[src/rtl/button_counter.sv]
// Debounced push-button counter: per-button synchroniser, debouncer and press detector
// feeding a modulo-(MAX_COUNT+1) counter. Define BUTTON_COUNTER_DOWN_EN to add a down button.

module button_counter_path #(
  parameter int SYNC_STAGES     = 2,
  parameter int DEBOUNCE_CYCLES = 50000
) (
  input  logic clk,
  input  logic rst,
  input  logic btn_in,
  output logic press
);
  localparam int CNT_W = $clog2(DEBOUNCE_CYCLES + 1);
  localparam logic [CNT_W-1:0] CNT_LAST = CNT_W'(DEBOUNCE_CYCLES - 1);

  logic [SYNC_STAGES-1:0] sync_q, sync_d;
  logic                   db_q, db_d;
  logic                   db_prev_q, db_prev_d;
  logic [CNT_W-1:0]       cnt_q, cnt_d;
  logic                   s;

  // Accept a new level only after an unbroken run of disagreeing samples.
  always_comb begin
    sync_d    = {sync_q[SYNC_STAGES-2:0], btn_in};
    s         = sync_q[SYNC_STAGES-1];
    db_d      = db_q;
    cnt_d     = cnt_q;
    db_prev_d = db_q;
    if (s == db_q) begin
      cnt_d = '0;
    end else if (cnt_q == CNT_LAST) begin
      db_d  = s;
      cnt_d = '0;
    end else begin
      cnt_d = cnt_q + CNT_W'(1);
    end
  end

  assign press = db_q & ~db_prev_q;

  always_ff @(posedge clk) begin
    if (!rst) begin
      sync_q    <= '0;
      db_q      <= 1'b0;
      db_prev_q <= 1'b0;
      cnt_q     <= '0;
    end else begin
      sync_q    <= sync_d;
      db_q      <= db_d;
      db_prev_q <= db_prev_d;
      cnt_q     <= cnt_d;
    end
  end
endmodule

module button_counter #(
  parameter int             WIDTH           = 8,
  parameter longint unsigned MAX_COUNT      = (64'd1 << WIDTH) - 64'd1,
  parameter int             SYNC_STAGES     = 2,
  parameter int             DEBOUNCE_CYCLES = 50000
) (
  input  logic             clk,
  input  logic             rst,
  input  logic             btn_in,
`ifdef BUTTON_COUNTER_DOWN_EN
  input  logic             btn_dn,
`endif
  input  logic             clr,
  output logic [WIDTH-1:0] out,
  output logic             pressed,
  output logic             wrapped
);
  localparam logic [WIDTH-1:0] MAX_VAL = MAX_COUNT[WIDTH-1:0];

  logic             press_up;
  logic             press_dn;
  logic [WIDTH-1:0] out_q, out_d;
  logic             pressed_q, pressed_d;
  logic             wrapped_q, wrapped_d;

  button_counter_path #(
    .SYNC_STAGES    (SYNC_STAGES),
    .DEBOUNCE_CYCLES(DEBOUNCE_CYCLES)
  ) u_up_path (
    .clk   (clk),
    .rst   (rst),
    .btn_in(btn_in),
    .press (press_up)
  );

`ifdef BUTTON_COUNTER_DOWN_EN
  button_counter_path #(
    .SYNC_STAGES    (SYNC_STAGES),
    .DEBOUNCE_CYCLES(DEBOUNCE_CYCLES)
  ) u_dn_path (
    .clk   (clk),
    .rst   (rst),
    .btn_in(btn_dn),
    .press (press_dn)
  );
`else
  assign press_dn = 1'b0;
`endif

  // Clear wins over any press; opposing presses on one edge cancel out.
  always_comb begin
    out_d     = out_q;
    pressed_d = press_up | press_dn;
    wrapped_d = 1'b0;
    if (clr) begin
      out_d = '0;
    end else if (press_up && press_dn) begin
      out_d = out_q;
    end else if (press_up) begin
      if (out_q == MAX_VAL) begin
        out_d     = '0;
        wrapped_d = 1'b1;
      end else begin
        out_d = out_q + WIDTH'(1);
      end
    end else if (press_dn) begin
      if (out_q == '0) begin
        out_d     = MAX_VAL;
        wrapped_d = 1'b1;
      end else begin
        out_d = out_q - WIDTH'(1);
      end
    end
  end

  always_ff @(posedge clk) begin
    if (!rst) begin
      out_q     <= '0;
      pressed_q <= 1'b0;
      wrapped_q <= 1'b0;
    end else begin
      out_q     <= out_d;
      pressed_q <= pressed_d;
      wrapped_q <= wrapped_d;
    end
  end

  assign out     = out_q;
  assign pressed = pressed_q;
  assign wrapped = wrapped_q;
endmodule

[config.mk]
export PLATFORM = sky130hd
export DESIGN_NAME = button_counter
export DESIGN_NICKNAME = d
export VERILOG_FILES = /design/src/rtl/button_counter.sv
export SDC_FILE = /design/constraint.sdc
export NUM_CORES = 1
export LEC_CHECK = 0
export CELL_PAD_IN_SITES_DETAIL_PLACEMENT = 0
export CELL_PAD_IN_SITES_GLOBAL_PLACEMENT = 2
export CORE_MARGIN = 10
export CORE_UTILIZATION = 36
export DETAILED_ROUTE_END_ITERATION = 10
export GPL_TIMING_DRIVEN = 0
export PLACE_DENSITY = 0.91
export REMOVE_ABC_BUFFERS = 1
export SLEW_MARGIN = 10
export SYNTH_ARGS = -nofsm -noshare
export SYNTH_HDL_FRONTEND = slang
export SYNTH_SLANG_ARGS = --single-unit
[constraint.sdc]
create_clock -name clk -period 3.31 [get_ports clk]
set_clock_uncertainty 0.15 [all_clocks]
set_input_delay 0.662 -clock clk [delete_from_list [all_inputs] [get_ports clk]]
set_output_delay 0.662 -clock clk [all_outputs]
set_load 0.02 [all_outputs]
After elaboration in Yosys (flattened, before gate mapping) --
Cells that the tools add are included.
Word-level totals: register bits 30, bits in latches 0, memory bits (writable) 0, bits in read-only memories 0, output and inout port bits 10, logic and storage cells 23, memories kept 0
Cells by class: add/subtract/negate cells 2, multipliers 0, div/mod/pow operators 0, magnitude comparators 0, equal/unequal tests 3, shift operators 0, muxes and demuxes 2, bitwise operators 5, reduce and logical (&&, ||, !) cells 4
Operator list (number):
- $add A16 B1 Y16 const B | 1
- $eq A16 B16 Y1 const B | 1
- $add A8 B1 Y8 const B | 1
- $eq A8 B8 Y1 const B | 1
- $mux W8 | 1
- $reduce_or A3 Y1 | 2
- $not A1 Y1 | 4
- $reduce_and A2 Y1 | 1
- $reduce_or A2 Y1 | 1
- $and A1 B1 Y1 | 1
- $eq A1 B1 Y1 | 1
- $mux W1 | 1

Logic depth before layout (Yosys ltp) --
depth in word-level cells 4, gate-level depth with buffers 6

Cells and area by module --
A second synthesis with hierarchy kept.
Unflattened totals: cells, all modules 137, area total of the unflattened synthesis 1326.3 µm²
By module, submodules not included:
- button_counter_path | times used 1, cells an instance 90, area each 835.8 µm²
- button_counter | times used 1, cells an instance 47, area each 490.5 µm²

Least setup slack after synthesis --
No wires, ideal clock.
path kind reg-to-reg, start point reg u_up_path.cnt_q[11], end point reg u_up_path.cnt_q[10], setup time 0.115 ns, arrival 1.651 ns, path slack 1.394 ns, stages on the path, launching flop included 6, cell sequence dfxtp_1 or4_1 or4_4 nand3_4 buf_8 nor2_1
On the way: cells in the longest elaborated chain, start to end 2
RTL lines:
- start, declared | RTL line 19 | logic [CNT_W-1:0] cnt_q, cnt_d;
- start signal, assigned | RTL line 51 | cnt_q <= cnt_d;
- $eq A16 B16 Y1 | RTL line 31 | end else if (cnt_q == CNT_LAST) begin
- $reduce_or A3 Y1 (no source line)
Every way passes these cells. A chain may end at the register's enable or synchronous reset.

Worst setup path in the final report --
start point reg out_q[3], in the netlist out[3], end point out out[3]
RTL lines:
- start, declared | RTL line 77 | logic [WIDTH-1:0] out_q, out_d;
- start signal, assigned | RTL line 137 | out_q <= out_d;
- end, declared | RTL line 69 | output logic [WIDTH-1:0] out,
No word-level cell between the ends.

==> impl_metrics.json <==
{
  "dieArea_mm2": 0.00630,
  "synthTopCellsByArea": "dfxtp_1, xnor2_1, nor2_1, xor2_1, nand3_1",
  "cts_tree": "yes",
  "cts_buffer_depth": 2,
  "netlist_instances": 135,
  "fin_area_mm2": 0.00152,
  "tns_ps": 0,
  "die_y_um": 79.4,
  "ant_nets": 0,
  "ios": 14,
  "p_per_area_mw_per_mm2": 422,
  "final_max_slew_viol_count": 0,
  "total_leakage_power_nw": 0.473,
  "reg2regPathDepth": 5,
  "cp-endpoint": "out[3]",
  "cp_data_arrival_time_ps": 1390,
  "cts_resized": 0,
  "post-route-period-util_pct": 66.7,
  "critical_path.top_delay_family": "buffers and inverters",
  "synth.avg_cell_area_um2": 9.41,
  "core-area_mm2": 0.00336,
  "dp.cells": 193,
  "num_rows": 21,
  "syn_to_final_growth_pct": 19.8,
  "rsz0062_at_grt": "no",
  "clkLatencyLatePin_ps": 320,
  "grt_pass1_vias": 906,
  "run_status": "finished, final reports clean",
  "path_depth": 1,
  "clkTransAtPathRegs_ps": 90,
  "hold_class": "flip-flop to flip-flop",
  "crit_fanout": 6,
  "yosysTopAreaCellShare_pct": 47.3,
  "drtIter0Drc": 51,
  "wirelength_um": 2360,
  "yosys_register_bits": 30,
  "clock_sinks": 30,
  "final-hold-violation-count": 0,
  "yosys.area.top_type": "dfxtp_1",
  "gp_congestion": 0.759,
  "synth_cell_type_count": 27,
  "setup_violations": 0,
  "critPathCaptureType": "output port",
  "numCtsBuffers": 5,
  "cp-start-kind": "flip-flop",
  "die_width_um": 79.4,
  "syn_area_mm2": 0.00127,
  "r2r_slack_ps": 1270,
  "critPathKind": "flip-flop to output port",
  "slowest_stage": "clkdlybuf4s50_1",
  "max-vdd-ir-drop_v": 0.000209,
  "place_area_mm2": 0.00144,
  "grt_max_degree": 17,
  "h-tree-depth": 2,
  "initial_core_util_pct": 37.8,
  "port_buffers": 13,
  "crit_path_cell_trace": "clkdlybuf4s50_1",
  "final_cells": 201,
  "via_per_inst": 4.86,
  "fin_crit_ps": 2210,
  "hold_buffers": 0,
  "root_buffer": "clkbuf_4",
  "ys_seq_area_share_pct": 47.3,
  "power_mw": 0.642,
  "crit_start": "out[3]$_SDFFE_PP0N_",
  "path_buf_inv": 1,
  "crit_path_max_incr_delay_ps": 640,
  "final_nets": 160,
  "hpwl_um": 1740,
  "vias": 977,
  "grt_overflow": 0,
  "grt.total_usage_pct": 8.25,
  "diodes": 0,
  "relSlewSlack_pct": 75.8,
  "cts_setup_buffers": 0,
  "grt_pass1_wl_um": 4100,
  "post_route_cells_drive_above_1_share_pct": 7.10,
  "reg2reg_from": "u_up_path.cnt_q[0]$_SDFF_PP0_",
  "drt_drc_violations_left": 0,
  "critPathRequiredTime_ps": 2500,
  "drv_cap": 0,
  "hp-start": "u_up_path.sync_q[0]$_SDFF_PN0_",
  "wl_per_cell_um": 11.8,
  "synth_warnings": 0,
  "drt-pass1-iter-count": 4,
  "timing.rr.end": "u_up_path.cnt_q[3]$_SDFF_PP0_",
  "fmax_mhz": 453,
  "antenna_found_initial": 0,
  "worstMarginPinSlew_ps": 359
}
==> placed cells by master (no fill, tap or decap), drive strengths merged <==
| cell type | n |
|---|---|
| dfxtp | 30 |
| xnor2 | 16 |
| nand2b | 2 |
| nand4bb | 1 |
| nand2 | 8 |
| clkbuf | 8 |
| mux2i | 2 |
| nor4 | 3 |
| or4 | 3 |
| nand4b | 1 |
| a21oi | 1 |
| clkdlybuf4s50 | 13 |
| or3 | 1 |
| and4b | 1 |
| o31ai | 1 |
| nor2 | 29 |
| and2 | 4 |
| inv | 4 |
| nand3b | 1 |
| nor3 | 5 |
| nor2b | 2 |
| nand4 | 4 |
| nand3 | 7 |
| and3 | 1 |
| xor2 | 5 |
| ha | 2 |
==> layout make-up <==
cell class                 count  area, um2
fill                         370       1840
sequential                    30        601
multi-input combinational    100        639
timing repair buffer          13        130
inverter                       4       15.0
clock buffer                   8       78.8
tap                           46       57.6
==> worst min-delay path by stage <==
stage	endpoint	cells after the start
after global routing	u_up_path.sync_q[1]$_SDFF_PN0_	1
after CTS	u_up_path.sync_q[1]$_SDFF_PN0_	1
after global placement	u_up_path.sync_q[1]$_SDFF_PN0_	1
after detailed placement	u_up_path.sync_q[1]$_SDFF_PN0_	1
final	u_up_path.sync_q[1]$_SDFF_PN0_	1
after floorplan	u_up_path.sync_q[1]$_SDFF_PN0_	1
==> per-layer routing <==
| metal | wire length (um) | vias to the layer above | GRT usage [%] |
|---|---|---|---|
| li1 | - | 489 | - |
| met1 | 1050 | 470 | 8.46 |
| met2 | 1130 | 16 | 13.0 |
| met3 | 154 | 2 | 4.62 |
| met4 | 23 | 0 | 4.84 |
| met5 | 0 | - | 0 |
==> flip-flops by register name (all words and copies together) (netlist names) <==
signal               count
u_up_path.db_prev_d      1
wrapped                  1
pressed                  1
u_up_path.db_prev_q      1
u_up_path.sync_q         2
out                      8
u_up_path.cnt_q         16
==> logic make-up after synthesis <==
logic type / after synthesis / synth area share, %
buffers and inverters: 5 / 2.36
AOI/OAI and AO/OA: 2 / 0.985
xor gates and xnor gates: 21 / 14.5
and+or+nand+nor: 73 / 31.3
muxes: 2 / 1.58
DFF: 30 / 47.3
adders and majority gates: 2 / 1.97
==> synth_stat cells <==
master and count:
dfxtp_1 30, buf_8 1, nor2_1 29, o31ai_1 1, nand3_1 6, mux2i_1 2, and2_1 4, nand2_1 8
nand4_1 4, nand3_4 1, xor2_1 5, and3_1 1, nand2b_1 2, and4b_1 1, inv_1 4, nand3b_1 1
xnor2_1 16, or4_4 1, nor2b_1 2, a21oi_1 1, nor3_1 5, ha_1 2, or4_1 2, nor4_1 3
nand4b_1 1, or3_1 1, nand4bb_4 1
==> report_power, final <==
| group | internal (mW) | leakage (nW) | total (mW) | switching, mW |
|---|---|---|---|---|
| Clock | 0.145 | 0.0446 | 0.268 | 0.123 |
| Sequential | 0.362 | 0.242 | 0.363 | 0.000835 |
| Combinational | 0.00524 | 0.186 | 0.0107 | 0.00548 |
| Total | 0.512 | 0.473 | 0.642 | 0.129 |
==> stage by stage <==
stage	setup WS, ps	hold WS, ps	util, %
CTS	1080	318	45.2
finish	1100	317	45.2
detailed placement	1230	292	42.9
global placement	1270	269	42.9
floorplan	1460	262	-
global route	1030	341	45.2
Note: power is estimated with default switching activity, not from simulation.
